### src/rtl/hrfp_pkg.sv
// Shared constants and operand type for the hex-radix floating-point datapath blocks.
package hrfp_pkg;

  localparam int unsigned MANT_W  = 54;
  localparam int unsigned EXP_W   = 7;
  localparam int unsigned DIGIT_W = 4;

  // Number of whole hex digits covering a mantissa; shifting this far empties it.
  function automatic int unsigned calc_max_shift(int unsigned mant_w);
    return (mant_w + DIGIT_W - 1) / DIGIT_W;
  endfunction

  localparam int unsigned MAX_SHIFT = calc_max_shift(MANT_W);

  typedef struct packed {
    logic [EXP_W-1:0]  exp;
    logic [MANT_W-1:0] mant;
  } operand_t;

endpackage

### src/rtl/hrfp_digit_shifter.sv
// Combinational right shift by whole hex digits with zero fill, plus the OR of all bits lost.
module hrfp_digit_shifter #(
  parameter int unsigned MANT_W = hrfp_pkg::MANT_W,
  parameter int unsigned EXP_W  = hrfp_pkg::EXP_W
) (
  input  logic [MANT_W-1:0] mant,
  input  logic [EXP_W-1:0]  diff,
  output logic [MANT_W-1:0] shifted,
  output logic              sticky
);
  import hrfp_pkg::*;

  localparam int unsigned MaxShift = calc_max_shift(MANT_W);

  logic [31:0]       shift_bits;
  logic [MANT_W-1:0] lost_mask;

  always_comb begin
    shift_bits = DIGIT_W * 32'(diff);
    lost_mask  = '0;
    shifted    = '0;
    sticky     = 1'b0;
    if (32'(diff) >= MaxShift) begin
      sticky = |mant;
    end else begin
      shifted   = mant >> shift_bits;
      lost_mask = ~({MANT_W{1'b1}} << shift_bits);
      sticky    = |(mant & lost_mask);
    end
  end

endmodule

### src/rtl/hrfp_add_align.sv
// Two-stage operand alignment for hex FP addition: S1 compares/swaps, S2 shifts the smaller
// mantissa by the exponent difference. Valid/ready handshake on both sides.
module hrfp_add_align #(
  parameter int unsigned MANT_W = hrfp_pkg::MANT_W,
  parameter int unsigned EXP_W  = hrfp_pkg::EXP_W
) (
  input  logic              clk,
  input  logic              rst,
  input  logic              in_valid,
  output logic              in_ready,
  input  logic [EXP_W-1:0]  a_exp,
  input  logic [EXP_W-1:0]  b_exp,
  input  logic [MANT_W-1:0] a_mant,
  input  logic [MANT_W-1:0] b_mant,
  output logic              out_valid,
  input  logic              out_ready,
  output logic [EXP_W-1:0]  out_exp,
  output logic [MANT_W-1:0] out_big_mant,
  output logic [MANT_W-1:0] out_small_mant,
  output logic              out_sticky,
  output logic              out_swapped
);
  import hrfp_pkg::*;

  localparam int unsigned      MaxShift    = calc_max_shift(MANT_W);
  localparam logic [EXP_W-1:0] MaxShiftExp = EXP_W'(MaxShift);

  // Compare / swap
  logic              a_big;
  logic [EXP_W-1:0]  big_exp, small_exp, raw_diff, sat_diff;
  logic [MANT_W-1:0] big_mant, small_mant;

  always_comb begin
    a_big      = (a_exp >= b_exp);
    big_exp    = a_big ? a_exp : b_exp;
    small_exp  = a_big ? b_exp : a_exp;
    big_mant   = a_big ? a_mant : b_mant;
    small_mant = a_big ? b_mant : a_mant;
    raw_diff   = big_exp - small_exp;
    sat_diff   = (32'(raw_diff) > MaxShift) ? MaxShiftExp : raw_diff;
  end

  // Handshake
  logic s1_valid_q, s1_valid_d;
  logic s2_valid_q, s2_valid_d;
  logic s1_load, s2_load;

  always_comb begin
    s2_load    = s1_valid_q && (!s2_valid_q || out_ready);
    in_ready   = !s1_valid_q || s2_load;
    s1_load    = in_valid && in_ready;
    s1_valid_d = in_ready ? in_valid : s1_valid_q;
    s2_valid_d = (!s2_valid_q || out_ready) ? s1_valid_q : s2_valid_q;
  end

  always_ff @(posedge clk or posedge rst) begin
    if (rst) begin
      s1_valid_q <= 1'b0;
      s2_valid_q <= 1'b0;
    end else begin
      s1_valid_q <= s1_valid_d;
      s2_valid_q <= s2_valid_d;
    end
  end

  assign out_valid = s2_valid_q;

  // Stage payloads carry no reset; they are qualified by the valid flags.
  logic [EXP_W-1:0]  s1_exp_q;
  logic [MANT_W-1:0] s1_big_mant_q, s1_small_mant_q;
  logic [EXP_W-1:0]  s1_diff_q;
  logic              s1_swapped_q;

  logic [MANT_W-1:0] shifted;
  logic              sticky;

  hrfp_digit_shifter #(
    .MANT_W (MANT_W),
    .EXP_W  (EXP_W)
  ) u_shifter (
    .mant    (s1_small_mant_q),
    .diff    (s1_diff_q),
    .shifted (shifted),
    .sticky  (sticky)
  );

  always_ff @(posedge clk) begin
    if (s1_load) begin
      s1_exp_q        <= big_exp;
      s1_big_mant_q   <= big_mant;
      s1_small_mant_q <= small_mant;
      s1_diff_q       <= sat_diff;
      s1_swapped_q    <= !a_big;
    end
    if (s2_load) begin
      out_exp        <= s1_exp_q;
      out_big_mant   <= s1_big_mant_q;
      out_small_mant <= shifted;
      out_sticky     <= sticky;
      out_swapped    <= s1_swapped_q;
    end
  end

endmodule

### config.mk
export PLATFORM = sky130hd
export DESIGN_NAME = hrfp_add_align
export DESIGN_NICKNAME = d
export VERILOG_FILES = /design/src/rtl/hrfp_pkg.sv /design/src/rtl/hrfp_digit_shifter.sv /design/src/rtl/hrfp_add_align.sv
export SDC_FILE = /design/constraint.sdc
export NUM_CORES = 1
export LEC_CHECK = 0
export ABC_CLOCK_PERIOD_IN_PS = 3600
export CORE_ASPECT_RATIO = 1.4
export CORE_MARGIN = 2
export CORE_UTILIZATION = 40
export CTS_BUF_LIST = sky130_fd_sc_hd__clkbuf_4
export DETAILED_ROUTE_END_ITERATION = 16
export PLACE_DENSITY = 0.7
export SLEW_MARGIN = 20
export SYNTH_ARGS = -nofsm -noshare
export SYNTH_HDL_FRONTEND = slang
export SYNTH_HIERARCHICAL = 1
export SYNTH_SLANG_ARGS = --single-unit
### constraint.sdc
create_clock -name clk -period 3.6 [get_ports clk]
set_input_delay 0.36 -clock clk [delete_from_list [all_inputs] [get_ports clk]]
set_output_delay 0.36 -clock clk [all_outputs]
set_load 0.01 [all_outputs]
==> flow_summary.toml, run 1 <==
[die]
initial_core_util_pct = 40.9
io_pins = 245
die_area_mm2 = 0.0305
die_w_um = 148
core_area_mm2 = 0.0285
row_count = 73
die_h_um = 206

[critical_path]
cpLargestDelayFamily = "compound AO/OA/AOI/OAI gates"
cp_cell_sequence = "clkdlybuf4s50_1 -> inv_1 -> ha_1 -> a21oi_2 -> o21ai_2 -> a2111oi_0 -> buf_4 -> a21oi_1 -> ha_1 -> a221oi_1 -> o221ai_1 -> a211oi_2 -> o221ai_1"
path_max_fanout = 4
critPathMaxStageDelay_ns = 0.47
required_ns = 4.04
reg2reg_slack_ns = 0.98
worstSetupPathType = "in2reg"
r2r_start = "s1_diff_q[0]"
r2r-end = "out_small_mant[0]"
critical_path.slowest_cell = "clkdlybuf4s50_1"
cp-end-kind = "flop"
worstRegToRegCells = 6
cp.arrival_ns = 3.29
start_kind = "input pin"
crit_buf_inv = 3

[clock_network]
clock_latency_ns = 0.72
cts_resized = 0
cts_buffers = 58
cts.path.max_buffers = 3
cts_max_level = 2
clk_pin_slew_ns = 0.06
tritoncts = "yes"
root_buffer = "clkbuf_4"
cts_sinks = 242

[timing]
setup_slack_ns = 0.748
setup_viol = 0
finalCriticalPeriod_ns = 2.85
finClkSkew_ns = 0.0435
final.period_utilization_pct = 79.2
slew_viol_final = 0
tightestPinTransition_ns = 0.815
maxSlewHeadroom_pct = 45.7
grt_setup_unrepaired = "no"
final_hold_viol_count = 0
fin_setup_tns_ns = 0
fmax_mhz = 351

[power]
p_per_area_mw_per_mm2 = 455
peakVddDrop_v = 0.000293
power_frac_clock_pct = 32.2
combPwrFrac_pct = 17.4
p_switching_mw = 1.78
seqPwrFrac_pct = 50.4
internal_power_mw = 5.24
switching_share_pct = 25.4
p_leak_nw = 5.35

[placement]
portBuffers = 244
place_ws_ns = 0.0154
gp_congestion = 0.919
hpwl_mm = 22.3
post_dp_cell_area_mm2 = 0.0147

[global_route]
grt_usage_pct = 19.8
grt_max_degree = 118
grt_pass1_vias = 8115
antenna_found_initial = 2
overflow = 0
grt_pass1_wl_mm = 45.9

[min_path]
hold_path.class = "in2reg"
whs_path_depth = 2
min-delay-start = "in_valid"
hold-path-endpoint = "s1_valid_q"

[layout]
final_area_mm2 = 0.0154
post-route-util_pct = 54.2
fin_nets = 1221
mostFrequentLayoutCells = "244 x clkdlybuf4s50_1, 240 x edfxtp_1, 115 x mux2_2"
final_common_cell = "clkdlybuf4s50_1"
area_delta_synth_final_pct = 32.5
drive_gt1_share_pct = 25.3

[logic_synthesis]
synth_top_cell_area_share_pct = 61.9
avgSynthCellArea_um2 = 14.7
ys_warn_count = 6
syn_inst = 791
yosysTopAreaCell = "edfxtp_1"
synth_edf_count = 240
synthTopCellsByArea = "edfxtp_1 62%, mux2_2 11%, mux4_2 6.0%"
async_flop_share_pct = 0.826
ys_ff_latch = 242
ys_seq_area_share_pct = 62.3
synthFlopType = "edfxtp_1"
synth.cell_area_mm2 = 0.0117
ys_types = 63

[route]
viasPerCell = 5.36
dr.pass1.iters = 5
wl_per_cell_um = 20.2
routed_wl_mm = 30.5
drc = 0
vias = 8102
final_antenna_net_count = 0
drt_iter0_markers = 602

[run]
drv_cap = 0

[status]
status = "finished clean"
## cells by family (layout without fill, tap and decap cells)
logic type | count (synthesis) | after routing | synth area share, %
mux | 164 | 164 | 19.2
xor+xnor | 2 | 2 | 0.150
buf+inv | 63 | 404 | 2.38
fa+ha+maj | 9 | 9 | 0.956
compound gates | 117 | 117 | 7.25
flops | 242 | 242 | 62.3
simple gates | 193 | 193 | 7.73
other cells | 1 | 5 | 0.0322
## layout make-up
| cell class | count | area (um2) |
|---|---|---|
| multi-input cells | 488 | 4130 |
| clock buffers | 81 | 608 |
| clock inverters | 26 | 156 |
| inverters | 17 | 63.8 |
| flip-flops and latches | 242 | 7260 |
| diodes | 2 | 5.00 |
| fillers | 2428 | 13100 |
| repair buffers | 280 | 2750 |
| well taps | 375 | 469 |
## how the worst max path moves through the flow
| stage | start | endpoint | depth (start not counted) | slack [ns] |
|---|---|---|---|---|
| 6_report | b_exp[2] | s1_diff_q[1] | 13 | 0.75 |
| 5_1_grt | b_exp[2] | s1_diff_q[1] | 13 | 0.57 |
| 4_1_cts | b_exp[2] | s1_diff_q[1] | 13 | 0.81 |
| 3_5_place_dp | b_exp[2] | s1_diff_q[1] | 13 | 0.02 |
| 3_3_place_gp | b_exp[2] | s1_diff_q[3] | 13 | 0.1 |
| 2_1_floorplan | b_exp[5] | s1_diff_q[1] | 14 | 0.34 |
## per-stage QoR
stage          total power [mW]  hold slack [ns]  instances
4_1_cts                    7.11            0.202       1509
2_1_floorplan              4.23            0.101        793
6_report                   7.03            0.282       1511
5_1_grt                    7.34            0.227       1511
3_3_place_gp               4.81            0.401       1401
3_5_place_dp               4.82            0.405       1401
## synth_stat cells, types with 6 or more instances
cell type,count
nand2b_1,6
nand3_1,13
mux2_2,115
nor2_1,57
nand2_1,63
a21oi_1,14
o22a_1,10
a2bb2oi_1,9
mux2i_1,14
nor3_1,6
nor2b_1,12
edfxtp_1,240
nor4_1,12
mux4_2,31
and3_1,7
buf_2,12
a211oi_1,9
a31oi_1,10
o22ai_1,10
o21ai_0,20
clkbuf_1,23
inv_1,16
ha_1,8
## power groups by stage
stage | registers, mW | clock network, mW | logic (mW)
floorplan | 3.59 | 0 | 0.636
global placement | 3.59 | 0 | 1.22
detailed placement | 3.60 | 0 | 1.22
CTS | 3.54 | 2.34 | 1.23
global route | 3.56 | 2.47 | 1.31
finish | 3.54 | 2.26 | 1.22
## layer usage
metal | global-route usage (%) | part of all wire [%]
met3 | 3.89 | 5.9
met4 | 8.78 | 3.2
met2 | 35.4 | 54
met1 | 23.0 | 37
met5 | 0 | 0
## state kept, by name, indices dropped and copies added (netlist names)
name             count
out_valid            1
out_swapped          1
s1_exp_q             7
s1_small_mant_q     54
s1_valid_q           1
out_small_mant      54
s1_big_mant_q       54
s1_swapped_q         1
out_big_mant        54
out_exp              7
out_sticky           1
s1_diff_q            7
## repair_timing
action                    in CTS  in global routing
setup buffers                  0                  0
hold endpoints to repair       2                  0
hold buffers                   1                  0
(Power assumes the default switching activity.)
==> inputs of run 2 (changes only) <==
--- a/config.mk
+++ b/config.mk
@@ -5,13 +5,13 @@
 export SDC_FILE = /design/constraint.sdc
 export NUM_CORES = 1
 export LEC_CHECK = 0
-export ABC_CLOCK_PERIOD_IN_PS = 3600
+export ABC_CLOCK_PERIOD_IN_PS = 2900
 export CORE_ASPECT_RATIO = 1.4
 export CORE_MARGIN = 2
 export CORE_UTILIZATION = 40
 export CTS_BUF_LIST = sky130_fd_sc_hd__clkbuf_4
 export DETAILED_ROUTE_END_ITERATION = 16
-export PLACE_DENSITY = 0.7
+export PLACE_DENSITY = 0.67
 export SLEW_MARGIN = 20
 export SYNTH_ARGS = -nofsm -noshare
 export SYNTH_HDL_FRONTEND = slang
==> constraint.sdc (replaced) <==
create_clock -name clk -period 2.9 [get_ports clk]
set_input_delay 0.29 -clock clk [delete_from_list [all_inputs] [get_ports clk]]
set_output_delay 0.29 -clock clk [all_outputs]
set_load 0.01 [all_outputs]
==> flow_summary.toml, run 2 (synthesized netlist as in run 1, its figures left out) <==
[clock_network]
cts.path.max_buffers = 3
clock_latency_ns = 0.72
clk_pin_slew_ns = 0.07
post_cts_buffers = 0
cts_buffers = 58
cts_sinks = 242
cts_max_level = 2
root_buffer = "clkbuf_4"
tritoncts = "yes"

[timing]
setup_viol = 0
grt_setup_unrepaired = "no"
tightestPinTransition_ns = 0.615
maxSlewHeadroom_pct = 58.6
fmax_mhz = 381
finClkSkew_ns = 0.0592
whs_ns = 0.184
slew_viol_final = 0
final_hold_viol_count = 0
final.period_utilization_pct = 90.5
finalCriticalPeriod_ns = 2.63
setup_slack_ns = 0.274

[global_route]
gr-max-usage-layer = "met2"
grt_use_met2_pct = 35.0
overflow = 0
grt_pass1_wl_mm = 46.6
grt_usage_pct = 20.0
gr-usage-met1_pct = 23.6
met3_usage_pct = 4.28
antenna_found_initial = 1
grt_max_degree = 77
grt_pass1_vias = 8228

[die]
die_w_um = 148
io_pins = 245
core_area_mm2 = 0.0285
die_area_mm2 = 0.0305
die_h_um = 206
row_count = 73
initial_core_util_pct = 40.9

[layout]
post-route-util_pct = 54.6
drive_gt1_share_pct = 26.3
fin_nets = 1239
final_common_cell = "clkdlybuf4s50_1"
instances_no_fill = 1522
area_delta_synth_final_pct = 33.6
mostFrequentLayoutCells = "244 x clkdlybuf4s50_1, 240 x edfxtp_1, 115 x mux2_2"

[route]
drc = 0
viasPerCell = 5.32
vias = 8091
final_antenna_net_count = 0
drt_iter0_markers = 575
dr.pass1.iters = 6
wl_per_cell_um = 20.1
routed_wl_mm = 30.5

[critical_path]
cp_cell_sequence = "clkdlybuf4s50_1 -> inv_1 -> ha_1 -> a21oi_2 -> o21ai_2 -> a2111oi_0 -> buf_4 -> a21oi_1 -> ha_1 -> a221oi_2 -> buf_4 -> xor2_1 -> o41ai_1 -> a221oi_2"
start_kind = "input pin"
required_ns = 3.36
critPathMaxStageDelay_ns = 0.48
critical_path.slowest_cell = "clkdlybuf4s50_1"
path_max_fanout = 3
worstSetupPathType = "in2reg"
cp.arrival_ns = 3.09
cp-end-kind = "flop"

[min_path]
hold_path.class = "in2reg"

[placement]
place_ws_ns = -0.474
hpwl_mm = 22.6
portBuffers = 244
gp_congestion = 0.982
dp.cells = 1419

[power]
p_leak_nw = 5.40
peakVddDrop_v = 0.000301
p_total_mw = 8.60
p_per_area_mw_per_mm2 = 553

[run]
drv_cap = 0

[status]
status = "finished clean"
==> run 2: cell count changes in the layout (fill, tap and decap cells not counted), moves of 2 or more <==
cell	previous run	this run
buf_4	32	48
clkinv_2	5	3
inv_2	3	1
clkinvlp_4	0	2
buf_12	3	5
clkbuf_4	81	77
==> run 2: repair_timing <==
action | in CTS | in global routing
hold buffers | 1 | 0
setup endpoints to repair | 0 | 1
endpoints found under the hold margin | 2 | 0
gates resized for setup | 0 | 0
==> run 2: final cells by class <==
cell class / count / area (um2)
Clock buffer: 77 / 578
Clock inverter: 24 / 128
Inverter: 17 / 63.8
Antenna cell: 1 / 2.50
Multi-Input combinational cell: 488 / 4150
Fill cell: 2432 / 12900
Sequential cell: 242 / 7260
Timing Repair Buffer: 298 / 2910
Tap cell: 375 / 469
==> run 2: per-layer routing <==
metal  up-vias  wire length, um
li1       3779                -
met1      3924            11600
met2       313            16000
met3        75             1710
met4         0             1230
met5         -                0
==> run 2: per-stage QoR <==
stage,area [um2],setup TNS (ns)
floorplan,11700,0
global placement,14800,-6.56
detailed placement,14800,-10.70
CTS,15600,0
global route,15600,0
finish,15600,0
==> run 2: worst paths after layout <==
kind / start / endpoint / slack (ns) / cells past startpoint
setup reg to reg: s1_small_mant_q[34] / out_sticky / 0.64 / 5
hold / removal: in_valid / s1_valid_q / 0.18 / 2
hold reg to reg: s1_big_mant_q[37] / out_big_mant[37] / 0.41 / 0
setup / recovery: b_exp[2] / s1_diff_q[0] / 0.27 / 14
max in group asynchronous: rst / s1_valid_q / 2.47 / 3
min in group asynchronous: rst / out_valid / 0.32 / 3
==> run 2: power breakdown <==
part | switching [mW] | internal, mW | leakage, nW | total [mW]
registers | 0.162 | 4.22 | 2.34 | 4.38
logic | 0.738 | 0.852 | 2.65 | 1.59
clock network | 1.31 | 1.32 | 0.409 | 2.63
==> run 2: worst max-delay path, delay by kind of cell <==
family / cells / cell delay (ns)
buf+inv: 4 / 0.89
fa+ha+maj: 2 / 0.50
xor+xnor: 1 / 0.08
compound gates: 7 / 1.32
==> edit (flow settings as in run 2) <==
Make the reset (`rst`) synchronous in one clocked block.
--- a/src/rtl/hrfp_add_align.sv
+++ b/src/rtl/hrfp_add_align.sv
@@ -53,7 +53,7 @@
     s2_valid_d = (!s2_valid_q || out_ready) ? s1_valid_q : s2_valid_q;
   end
 
-  always_ff @(posedge clk or posedge rst) begin
+  always_ff @(posedge clk) begin
     if (rst) begin
       s1_valid_q <= 1'b0;
       s2_valid_q <= 1'b0;
Behaviour: differs if rst is asserted again (counterexample within 4 cycles, from zero or initial values and one cycle with rst high); with rst held inactive, the same outputs for 4 cycles.
==> edit against run 2 <==
  * Sequential power is essentially flat
  * Die area shrank 0.41%
  * Routed wire length grew 2.7%
  * Sequential cell count is the same
  * Global-route usage grew 0.44 points
  * Final area grew 0.27%
  * Synthesized cell count grew 28%
  * Critical path type unchanged
  * Area after synthesis shrank 0.42%
  * Worst setup slack lost 0.043 ns
  * Total power grew 0.49%
==> edit: results (changes against run 2) <==
async_flop_share_pct: 0  # -0.83 points
pg_seq_mw: 4.37  # about the same
p_comb_share_pct: 17.5  # -1.0 points
power.total_mw: 8.64  # +0.49%
r2r_start: "s1_diff_q[1]"
dp_slack_ns: -0.479  # -0.00521 ns
min_path_cells: 2  # unchanged
r2r_setup_slack_ns: 0.61  # -0.03 ns
clock_skew_ns: 0.0481  # -0.0112 ns
grt_pass1_wl_um: 48000  # +2.9%
dp_cells: 1630  # +15%
synth_cell_types: 59  # -6.3%
hpwl_um: 22900  # +1.2%
max_freq_mhz: 375  # -1.6%
ff2ff_path_depth: 6  # +1
final_nets: 1449  # +17%
synth_top_cells_by_area: "edfxtp_1, nand2_1, mux4_2, nor2_1, clkbuf_1"
r2r-end: "out_small_mant[17]"
synth_edf_count: 240  # unchanged
vias: 9040  # +12%
critPathCapture: "s1_diff_q[0]"
cts.htree.levels: 2  # unchanged
syn-instance-count: 1013  # +28%
instances_no_fill: 1739  # +14%
yosysWarnings: 6  # unchanged
arrival_ns: 3.24  # +0.15 ns
whs_endpoint: "s1_valid_q"
whs_ns: 0.157  # -0.0271 ns
drt_iter0_drc: 858  # +49%
antenna_found_initial: 2  # +1
p_int_mw: 6.34  # -0.87%
ir_drop_uv: 276  # -8.5%
placed_cell_area_mm2: 0.0149  # about the same
place.gp.congestion: 0.952  # -3.0%
status: "complete, no violations"
ys_seq_area_share_pct: 62.5  # +0.18 points
grt_usage_pct: 20.4  # +0.44 points
drive_gt1_share_pct: 14.8  # -11 points
worst_pin_slew_ns: 0.717  # +0.103 ns
hp-start: "rst"
grt_max_degree: 75  # -2.6%
drt_wl_total_um: 31400  # +2.7%
startpoint: "a_exp[0]"
cp_max_fo: 4  # +1
dr.pass1.iters: 5  # -1
p_leak_nw: 5.91  # +9.4%
cts_buffer_depth: 3  # unchanged
## edit: changes by cell type after synthesis, moves of 3 or more
| cell | before | now |
|---|---|---|
| buf_2 | 12 | 7 |
| mux2_2 | 115 | 7 |
| buf_1 | 5 | 1 |
| nand2_1 | 63 | 389 |
| nor2_1 | 57 | 61 |
| nand2b_1 | 6 | 3 |
| clkbuf_1 | 23 | 44 |
| a21oi_1 | 14 | 17 |
| o21ai_0 | 20 | 17 |
| o221ai_1 | 4 | 1 |
## edit: kinds of logic (layout without fill, tap and decap cells)
kind of cell | after synthesis | in the layout | synth area share [%]
flops | 242 | 242 | 62.5
xor+xnor | 3 | 3 | 0.227
simple gates | 516 | 516 | 18.0
fa+ha+maj | 9 | 9 | 0.960
mux | 58 | 58 | 8.98
compound gates | 110 | 110 | 6.66
other cells | 1 | 5 | 0.0323
buf+inv | 74 | 421 | 2.72
## edit: per-layer routing
layer / share of wire (%) / wire (um) / GRT usage (%)
met1: 37 / 11700 / 23.5
met4: 5.1 / 1610 / 12.1
met3: 6.4 / 2020 / 4.43
met5: 0 / 0 / 0
met2: 51 / 16100 / 35.1
## edit: critical path: stages
cell	delay, ns
clkdlybuf4s50_1	0.48
inv_1	0.06
ha_1	0.29
nor2b_1	0.15
o21ai_2	0.08
a21o_4	0.22
inv_6	0.05
mux2i_2	0.21
inv_1	0.06
ha_1	0.18
a221oi_2	0.24
o221ai_2	0.17
xnor2_1	0.15
o32ai_2	0.36
o311a_1	0.23
## edit: area by class of cell
class                   count  area, um2
well taps                 375        469
diodes                      2       5.00
inverters                  16       65.1
clock inverters            24        121
repair buffers            298       2940
fillers                  2504      12900
multi-input cells         699       4140
flip-flops and latches    242       7250
clock buffers              83        623
